[src/rtl/ext_loader_pkg.sv]
// ---------------------------------------------------------------------------
// ext_loader_pkg
// Shared definitions for the external memory loader:
//   - default width/size constants for the loader parameters
//   - command opcode encodings carried on cmd_op
//   - loader FSM state encoding
// ---------------------------------------------------------------------------
package ext_loader_pkg;

    localparam int DEF_NUM_CORES      = 2;
    localparam int DEF_ADDR_W         = 9;
    localparam int DEF_DATA_W         = 16;
    localparam int DEF_TIMEOUT_CYCLES = 200000;

    typedef enum logic [1:0] {
        OP_LOAD_IRAM = 2'd0,
        OP_LOAD_DRAM = 2'd1,
        OP_READ_DRAM = 2'd2,
        OP_RUN       = 2'd3
    } cmd_op_e;

    typedef enum logic [2:0] {
        ST_IDLE,
        ST_LOAD,
        ST_RD_REQ,
        ST_RD_WAIT,
        ST_RD_OUT,
        ST_RUN
    } state_e;

endpackage

[src/rtl/ext_mem_loader.sv]
// ---------------------------------------------------------------------------
// ext_mem_loader
// Command-driven loader that fills per-core IRAMs and a shared DRAM from a
// streaming write port, reads DRAM words back over a handshake, and starts
// the cores and waits for them to finish.
//
// Ports:
//   clock, rst_n            clock (rising edge), async active-low reset
//   cmd_valid/cmd_ready     command handshake (ready only while idle)
//   cmd_op/core/base/len    opcode, target core, start address, word count
//   wr_valid/wr_ready/data  load-data stream
//   rd_valid/rd_ready/data  readback stream
//   iram_we                 per-core IRAM write strobe
//   dram_we, dram_re        DRAM write / read strobes
//   mem_addr, mem_wdata     shared memory bus (holds value between strobes)
//   dram_rdata              DRAM read data, valid one cycle after dram_re
//   core_start              run enable to all cores
//   cores_done              per-core completion flags
//   busy, err               not-idle indicator, sticky command error
//
// Build option: define LOADER_TIMEOUT_EN to add a RUN watchdog that gives up
// after TIMEOUT_CYCLES cycles, drops core_start and flags err. Without it RUN
// waits for cores_done indefinitely and TIMEOUT_CYCLES is unused.
// ---------------------------------------------------------------------------
module ext_mem_loader
    import ext_loader_pkg::*;
#(
    parameter int  NUM_CORES      = DEF_NUM_CORES,
    parameter int  ADDR_W         = DEF_ADDR_W,
    parameter int  DATA_W         = DEF_DATA_W,
    parameter int  TIMEOUT_CYCLES = DEF_TIMEOUT_CYCLES,
    // One spare code point so an out-of-range core index can be presented
    // and rejected even when NUM_CORES is a power of two.
    localparam int CORE_W         = $clog2(NUM_CORES + 1)
) (
    input  logic                 clock,
    input  logic                 rst_n,
    input  logic                 cmd_valid,
    output logic                 cmd_ready,
    input  logic [1:0]           cmd_op,
    input  logic [CORE_W-1:0]    cmd_core,
    input  logic [ADDR_W-1:0]    cmd_base,
    input  logic [ADDR_W-1:0]    cmd_len,
    input  logic                 wr_valid,
    output logic                 wr_ready,
    input  logic [DATA_W-1:0]    wr_data,
    output logic                 rd_valid,
    input  logic                 rd_ready,
    output logic [DATA_W-1:0]    rd_data,
    output logic [NUM_CORES-1:0] iram_we,
    output logic                 dram_we,
    output logic                 dram_re,
    output logic [ADDR_W-1:0]    mem_addr,
    output logic [DATA_W-1:0]    mem_wdata,
    input  logic [DATA_W-1:0]    dram_rdata,
    output logic                 core_start,
    input  logic [NUM_CORES-1:0] cores_done,
    output logic                 busy,
    output logic                 err
);

    state_e              state, next_state;
    logic [ADDR_W-1:0]   addr_cnt;
    logic [ADDR_W-1:0]   rem_cnt;
    logic                load_iram_q;
    logic [CORE_W-1:0]   core_q;
    logic                core_bad;
    logic                tmo_hit;

    assign core_bad = (cmd_op == OP_LOAD_IRAM) && (int'(cmd_core) >= NUM_CORES);
    assign busy     = (state != ST_IDLE);

`ifdef LOADER_TIMEOUT_EN
    localparam int TMO_W = $clog2(TIMEOUT_CYCLES + 1);
    logic [TMO_W-1:0] tmo_cnt;

    // Counts cycles spent in RUN with core_start high; the hit fires on the
    // edge that ends the TIMEOUT_CYCLES-th such cycle.
    always_ff @(posedge clock or negedge rst_n) begin
        if (!rst_n)
            tmo_cnt <= '0;
        else if (state == ST_RUN && core_start)
            tmo_cnt <= tmo_cnt + 1'b1;
        else
            tmo_cnt <= '0;
    end

    assign tmo_hit = core_start && !(&cores_done) &&
                     (tmo_cnt == TMO_W'(TIMEOUT_CYCLES - 1));
`else
    assign tmo_hit = 1'b0;
`endif

    // State register
    always_ff @(posedge clock or negedge rst_n) begin
        if (!rst_n)
            state <= ST_IDLE;
        else
            state <= next_state;
    end

    // Next-state and handshake outputs
    always_comb begin
        // NOTE: every output of this block gets a default first, so no path
        // through the case below can leave one unassigned and infer a latch.
        next_state = state;
        cmd_ready  = 1'b0;
        wr_ready   = 1'b0;
        rd_valid   = 1'b0;
        case (state)
            ST_IDLE: begin
                cmd_ready = 1'b1;
                if (cmd_valid) begin
                    if (cmd_op == OP_RUN)
                        next_state = ST_RUN;
                    else if (core_bad)
                        next_state = ST_IDLE;
                    // Zero-length transfers of either kind drain through
                    // LOAD, which exits immediately with remaining == 0.
                    else if (cmd_op != OP_READ_DRAM || cmd_len == '0)
                        next_state = ST_LOAD;
                    else
                        next_state = ST_RD_REQ;
                end
            end
            ST_LOAD: begin
                wr_ready = (rem_cnt != '0);
                if (rem_cnt == '0)
                    next_state = ST_IDLE;
            end
            ST_RD_REQ:  next_state = ST_RD_WAIT;
            ST_RD_WAIT: next_state = ST_RD_OUT;
            ST_RD_OUT: begin
                rd_valid = 1'b1;
                if (rd_ready)
                    next_state = (rem_cnt != '0) ? ST_RD_REQ : ST_IDLE;
            end
            ST_RUN: begin
                // core_start drops one cycle before leaving RUN.
                if (!core_start || tmo_hit)
                    next_state = ST_IDLE;
            end
            default: next_state = ST_IDLE;
        endcase
    end

    // Datapath: counters, registered strobes, memory bus, readback, flags
    always_ff @(posedge clock or negedge rst_n) begin
        if (!rst_n) begin
            addr_cnt    <= '0;
            rem_cnt     <= '0;
            load_iram_q <= 1'b0;
            core_q      <= '0;
            iram_we     <= '0;
            dram_we     <= 1'b0;
            dram_re     <= 1'b0;
            mem_addr    <= '0;
            mem_wdata   <= '0;
            rd_data     <= '0;
            core_start  <= 1'b0;
            err         <= 1'b0;
        end else begin
            // Strobes are pulses: cleared every cycle unless re-armed below,
            // while mem_addr/mem_wdata simply keep their last value.
            iram_we <= '0;
            dram_we <= 1'b0;
            dram_re <= 1'b0;
            case (state)
                ST_IDLE: begin
                    if (cmd_valid) begin
                        err         <= core_bad;
                        addr_cnt    <= cmd_base;
                        rem_cnt     <= cmd_len;
                        load_iram_q <= (cmd_op == OP_LOAD_IRAM);
                        core_q      <= cmd_core;
                        core_start  <= (cmd_op == OP_RUN);
                        // Read strobe is armed on entry so it is high for
                        // exactly the RD_REQ cycle.
                        if (next_state == ST_RD_REQ) begin
                            dram_re  <= 1'b1;
                            mem_addr <= cmd_base;
                        end
                    end
                end
                ST_LOAD: begin
                    if (wr_valid && wr_ready) begin
                        if (load_iram_q)
                            iram_we <= NUM_CORES'(1) << core_q;
                        else
                            dram_we <= 1'b1;
                        mem_addr  <= addr_cnt;
                        mem_wdata <= wr_data;
                        addr_cnt  <= addr_cnt + 1'b1;
                        rem_cnt   <= rem_cnt - 1'b1;
                    end
                end
                ST_RD_REQ: begin
                    addr_cnt <= addr_cnt + 1'b1;
                    rem_cnt  <= rem_cnt - 1'b1;
                end
                ST_RD_WAIT: rd_data <= dram_rdata;
                ST_RD_OUT: begin
                    if (rd_ready && rem_cnt != '0) begin
                        dram_re  <= 1'b1;
                        mem_addr <= addr_cnt;
                    end
                end
                ST_RUN: begin
                    if (core_start && (&cores_done))
                        core_start <= 1'b0;
                    else if (tmo_hit) begin
                        core_start <= 1'b0;
                        err        <= 1'b1;
                    end
                end
                default: ;
            endcase
        end
    end

endmodule

[config.mk]
export PLATFORM = sky130hd
export DESIGN_NAME = ext_mem_loader
export DESIGN_NICKNAME = d
export VERILOG_FILES = /design/src/rtl/ext_loader_pkg.sv /design/src/rtl/ext_mem_loader.sv
export SDC_FILE = /design/constraint.sdc
export NUM_CORES = 1
export LEC_CHECK = 0
export ABC_AREA = 1
export BUFFER_PORTS_ARGS = -buffer_cell sky130_fd_sc_hd__buf_2
export CAP_MARGIN = 10
export CORE_AREA = 3 3 86 88
export CTS_CLUSTER_DIAMETER = 80
export DETAILED_ROUTE_END_ITERATION = 10
export DIE_AREA = 0 0 89 91
export PLACE_DENSITY_LB_ADDON = 0.2
export SETUP_SLACK_MARGIN = 0.15
export SYNTH_ARGS = -nofsm -noshare
export SYNTH_HDL_FRONTEND = slang
export SYNTH_SLANG_ARGS = --single-unit
[constraint.sdc]
create_clock -name clock -period 3.3 [get_ports clock]
set_input_delay 0.165 -clock clock [delete_from_list [all_inputs] [get_ports clock]]
set_output_delay 0.165 -clock clock [all_outputs]
set_load 0.01 [all_outputs]
Word-level counts from Yosys, hierarchy flattened
Index checks and enable logic that the tools add are counted.

word-level totals
  register bits = 71
  input port bits = 61
  output and inout bits = 51
  word-level logic and storage cells = 86

operators by class
  add/sub/neg operators = 2
  order comparisons = 1
  eq/ne operators = 13
  shift-type cells = 1
  mux-type cells = 36
  reduce and logical (&&, ||, !) cells = 20

operators with widths
  kind                                                                count
  9-bit one-hot mux with 3 select lines                               3
  9-bit two-way mux                                                   8
  9-bit logical NOT                                                   2
  3-bit one-hot mux with 6 select lines                               1
  3-bit two-way mux                                                   5
  2-bit two-way mux                                                   6
  2-bit inequality test, second input constant                        6
  1-bit two-way mux                                                   11
  9-bit by 1-bit adder with 9-bit output, second input constant       1
  3-bit by 2-bit == test with 1-bit output, second input constant     3
  3-bit nonzero test                                                  3
  9-bit nonzero test                                                  1
  9-bit by 1-bit subtractor with 9-bit output, second input constant  1
  3-bit == test, second input constant                                2
  2-bit AND reduction                                                 3
  3-bit AND reduction                                                 2
  5-bit AND reduction                                                 1
  1-bit logical AND                                                   4
  1-bit one-hot mux with 2 select lines                               2
  3-bit by 1-bit == test with 1-bit output, second input constant     1
  3-bit logical NOT                                                   1
  2-bit == test, second input constant                                1
  2-bit greater-or-equal comparator, second input constant            1
  2-bit logical NOT                                                   1
  3 further kinds                                                     3

Logic depth before layout (Yosys ltp)
  word-level depth = 11
  mapped depth = 12
  mapped depth without buffers = 12

Worst setup path after synthesis
Ideal clock, no wire load.

  kind = register to register
  start = register rem_cnt[0]
  end = register mem_addr[0]
  library setup time = 0.117 ns
  arrival time = 1.436 ns
  data required time = 3.183 ns
  slack = 1.747 ns
  stages on the path, launching flop included = 13
  buffers on the path = 0
  clock period less this slack = 1.553 ns
  path through = dfrtp_1 inv_1 ha_1 inv_1 nor2_1 nand2_1 nor2_1 o21bai_1 nand2_1 nor2_4 nand2_4 nand2_1 nand2_1

on the way
  word-level cells in the longest chain between the ends = 7
  elaborated cells on any way between the ends = 14
  classes of those cells = 4 x eq/ne; 5 x mux; 5 x reduce/logical

ends and longest elaborated chain
  element                                   line                                                                 text
  start, declared                           ext_mem_loader.sv:64                                                 logic [ADDR_W-1:0] rem_cnt;
  start signal, assigned                    ext_mem_loader.sv:173                                                rem_cnt <= cmd_len;
  start signal, assigned                    ext_mem_loader.sv:194                                                rem_cnt <= rem_cnt - 1'b1;
  start signal, assigned                    ext_mem_loader.sv:199                                                rem_cnt <= rem_cnt - 1'b1;
  9-bit nonzero test                        ext_mem_loader.sv:127, ext_mem_loader.sv:136, ext_mem_loader.sv:203
  2-bit two-way mux                         ext_mem_loader.sv:136                                                next_state = (rem_cnt != '0) ? ST_RD_REQ : ST_IDLE;
  3-bit two-way mux                         ext_mem_loader.sv:135                                                if (rd_ready)
  3-bit one-hot mux with 6 select lines     ext_mem_loader.sv:110                                                case (state)
  3-bit by 2-bit == test with 1-bit output  ext_mem_loader.sv:179                                                if (next_state == ST_RD_REQ) begin
  2-bit inequality test (no line)           n/a
  5-bit AND reduction (no line) *           n/a
  end signal, assigned                      ext_mem_loader.sv:181                                                mem_addr <= cmd_base;
  end signal, assigned                      ext_mem_loader.sv:191                                                mem_addr <= addr_cnt;
  end signal, assigned                      ext_mem_loader.sv:205                                                mem_addr <= addr_cnt;
  end, declared                             ext_mem_loader.sv:53                                                 output logic [ADDR_W-1:0] mem_addr,

Mark *: on every way between the ends. The rest lies on a longest branch, timed or not.
A chain may end at the register's enable or synchronous reset.

Worst setup path after layout
  start = register state[2]
  end = register rem_cnt[2]

on the way
  word-level cells in the longest chain between the ends = 5
  elaborated cells on any way between the ends = 10
  classes of those cells = 4 x eq/ne; 2 x mux; 4 x reduce/logical

ends and longest elaborated chain
  element                                   line                                          text
  start, declared                           ext_mem_loader.sv:62                          state_e state, next_state;
  start signal, assigned                    ext_mem_loader.sv:99                          state <= next_state;
  3-bit by 1-bit == test with 1-bit output  ext_mem_loader.sv:110, ext_mem_loader.sv:168
  1-bit two-way mux                         ext_mem_loader.sv:110
  1-bit logical AND                         ext_mem_loader.sv:186                         if (wr_valid && wr_ready) begin
  2-bit inequality test (no line)           n/a
  3-bit AND reduction (no line)             n/a

Several ways; a longest one is shown, not always the timed one.

==> summary.txt <==
Drt
  – DR pass1 iterations: 4
  – Residual DRC: 0
  – Wire length per cell: 13.3 µm
  – Iter 0 DRT Violations: 143
  – Final ANT Viol Nets: 0
  – Via count: roughly 3,100
  – Routed wire length: about 8400 µm
  – Vias per cell: 4.96

Place
  – HPWL after detailed placement: 6300 µm
  – Placed inst area: 4200 µm²
  – Setup WS pre-CTS: between 1 and 1.5 ns
  – Final GP Congestion: 0.876
  – PortBufs: 111

Yosys
  – Largest area contributor in the netlist: dfrtp_1
  – Mapped Area: 3610 µm²
  – Synth Area per Inst: ~8.3 µm²
  – Synth cell types: 31
  – Sequential area share after synthesis: 0.492
  – FF+latch count, synth: 71
  – Post-Syn Instances: around 430
  – Fraction of post-synthesis cell area in the top cell type by area: 0.492
  – Syn_nets: 497
  – Synth area leaders: dfrtp_1 49%, nand2_1 17%, nand3_1 5.0%
  – Synth Warn #: 0

CTS
  – Num Clock Sinks: 71
  – CTS clock-pin slew for the worst setup and hold paths: approximately 0.08 ns
  – CTS buffer count: 9
  – Latest clock arrival within the worst-skew pair: 0.35 ns
  – Hold_buf cts: 2
  – Root Buffer: clkbuf_8
  – PostCTS Resize Cnt: 0
  – CTS tree: built
  – Postcts setup bufs: 0
  – Clk buf depth: 2
  – H-tree levels: 3

Floorplan
  – Die Y-Extent: 91 µm
  – IO Pins: roughly 110
  – Core area: 6720 µm²
  – Die area: just over 8000 µm²
  – Die width: between 80 and 90 µm
  – Initial core utilization: 0.538
  – Floorplan row count: 30

Final layout
  – Share of layout cells above drive strength 1: 0.323
  – N_diodes: 0
  – Design Area, Final: 4450 µm²
  – Final nets: 613
  – Core Util, Final: 0.663
  – Fillers: 616
  – Layout area overhead: 23.3%

Critical path
  – Reg2reg setup slack: 1.24 ns
  – Crit Path Category: reg2reg
  – CP Max Fanout: 26
  – Startpoint Class: register
  – RR Endpoint: rem_cnt[2]$_DFFE_PN0P_
  – Worst Path Arrival: 2.33 ns
  – Worst R2R Start: state[2]$_DFF_PN0_
  – R2R depth: 9
  – Crit path capture type: register
  – Critical Path RT: 3.57 ns

Power
  – Leak Pwr: 2.45 nW
  – Sw Ratio: 0.450
  – Seq pwr share: 0.328
  – Power, Total: between 4 and 5 mW
  – VDD IR-drop max: ~0.77 mV
  – NetSw: about 2.1 mW
  – Pwr dens: 1070 nW/µm²
  – Combinational Power Share: 0.503
  – Cell Int Power: around 2.6 mW
  – Clock Power Share: 0.168

Timing
  – RSZ-0062 raised after global routing: no
  – Crit path time final: around 2.1 ns
  – Worst Tran Pin Value: 0.692 ns
  – Final cycle utilization of the critical path: 0.626
  – Endpoints failing setup: 0
  – Slew Viols, Final: 0
  – Max frequency: 0.484 GHz
  – Count of final hold-check violations: 0
  – Slew margin rel.: 0.535
  – Worst Slack Setup Final: 1.24 ns
  – Clock Skew: 0.0118 ns
  – Fin Setup TNS: 0 ns

Status
  – Outcome: finished, final reports clean

Min path
  – Worst hold endpoint: mem_wdata[8]$_DFFE_PN0P_
  – Hold Path Class: in2reg
  – Cell count of the worst hold path: 3
  – Hold path start: wr_data[8]

Global routing
  – Total gr overflow: 0
  – Tot GR Track Use: 0.223
  – Largest net degree at the start of global routing: 33
  – First-pass GRT wire length: 14,200 µm
  – Number of global-route vias before repair: 3,067
  – Antenna violations before repair: 0

Run
  – MaxCap Viol Count: 0
## layout make-up
class / instances / area [µm²] / share of cell area
flip-flops and latches: 71 / 1780 / 0.399
multi-input cells: 309 / 1590 / 0.357
repair buffers: 115 / 591 / 0.133
inverters: 43 / 164 / 0.0368
clock buffers: 10 / 138 / 0.0309
well taps: 80 / 100 / 0.0225
clock inverters: 6 / 92.6 / 0.0208
## cell families (layout without fill, tap and decap cells)
kind of cell	Yosys count	count (layout)	share of synthesized area
AOI/OAI and AO/OA	42	42	0.0720
and+or+nand+nor	246	246	0.303
adders and majority gates	3	3	0.0104
buffers and inverters	53	174	0.0675
DFF	71	71	0.492
muxes	16	16	0.0499
xor gates and xnor gates	2	2	0.00485
## layer usage
layer,wire [µm],GRT usage,vias up
met5,0,0,-
met4,114,0.0707,0
met3,560,0.0454,9
met2,3880,0.360,88
met1,3880,0.299,1432
li1,-,-,1618
## layout by cell type, fill, tap and decap left out, types with 2 or more instances in the layout
master / Yosys / layout
a21oi_1: 4 / 4
buf_2: 4 / 111
buf_4: 2 / 2
bufinv_16: 0 / 2
clkbuf_8: 0 / 10
clkinvlp_4: 0 / 2
dfrtp_1: 71 / 71
dlygate4sd3_1: 0 / 2
ha_1: 3 / 3
inv_1: 36 / 36
inv_2: 6 / 6
mux2_2: 16 / 16
nand2_1: 162 / 162
nand2_2: 3 / 3
nand2_4: 2 / 2
nand3_1: 36 / 36
nand3_2: 2 / 2
nand3_4: 2 / 2
nand3b_1: 3 / 3
nand4_1: 3 / 3
nor2_1: 20 / 20
nor2_2: 3 / 3
nor2_4: 3 / 3
nor3_1: 5 / 5
o21ai_0: 22 / 22
o21ai_1: 2 / 2
o21ai_2: 11 / 11
xnor2_1: 2 / 2
## registers in the layout, summed over array words and instances, names as in the netlist, 2 cells and up
name,cells
mem_wdata,16
rd_data,16
iram_we,2
addr_cnt,9
state,3
rem_cnt,9
core_q,2
mem_addr,9
## per-stage QoR
| step | std cells | hold slack, ns |
|---|---|---|
| floorplan | 433 | -0.131 |
| global placement | 616 | 0.242 |
| finish | 634 | 0.0166 |
| detailed placement | 616 | 0.244 |
| CTS | 634 | 0.00761 |
| global route | 634 | 0.00355 |
## worst max-delay path by stage
stage	start	end	slack (ns)	cells past startpoint
after floorplan	rem_cnt[0]$_DFFE_PN0P_	mem_addr[0]$_DFFE_PN0P_	1.75	12
after global placement	state[2]$_DFF_PN0_	rem_cnt[0]$_DFFE_PN0P_	1.35	9
after detailed placement	state[2]$_DFF_PN0_	rem_cnt[0]$_DFFE_PN0P_	1.28	9
after CTS	state[2]$_DFF_PN0_	rem_cnt[2]$_DFFE_PN0P_	1.26	9
after global routing	rem_cnt[0]$_DFFE_PN0P_	addr_cnt[6]$_DFFE_PN0P_	0.93	11
final	state[2]$_DFF_PN0_	rem_cnt[2]$_DFFE_PN0P_	1.24	9
## synthesized netlist by cell type
cell type,instances
nand2_2,3
buf_6,4
o21ai_0,22
nor2_2,3
o21ai_1,2
nand3_1,36
o21bai_1,1
buf_4,2
inv_1,36
o31ai_1,1
nand3_4,2
nor2_1,20
o2111ai_1,1
o21ai_2,11
dfrtp_1,71
nand4_1,3
nor3b_1,1
nor3_2,1
buf_2,4
nor2_4,3
ha_1,3
nand3b_1,3
inv_4,1
mux2_2,16
nand3_2,2
a21oi_1,4
nand2_4,2
nor3_1,5
xnor2_1,2
nand2_1,162
inv_2,6
## critical path, stage by stage (launching register included)
cell     delay [ns]
dfrtp_1        0.41
inv_2          0.14
nand3_1        0.18
nand2_4        0.26
nor2_2         0.06
inv_2          0.05
nand3_2        0.19
inv_2          0.47
nand2_1        0.13
o21ai_2        0.08
## power groups by stage
stage,sequential [mW],combinational [mW],clock (mW)
after global placement,1.56,2.35,0
after global routing,1.63,2.75,0.857
after CTS,1.56,2.42,0.814
after floorplan,1.67,1.71,0
after detailed placement,1.58,2.41,0
final,1.57,2.40,0.801
Note: power is estimated with default switching activity, not from simulation.
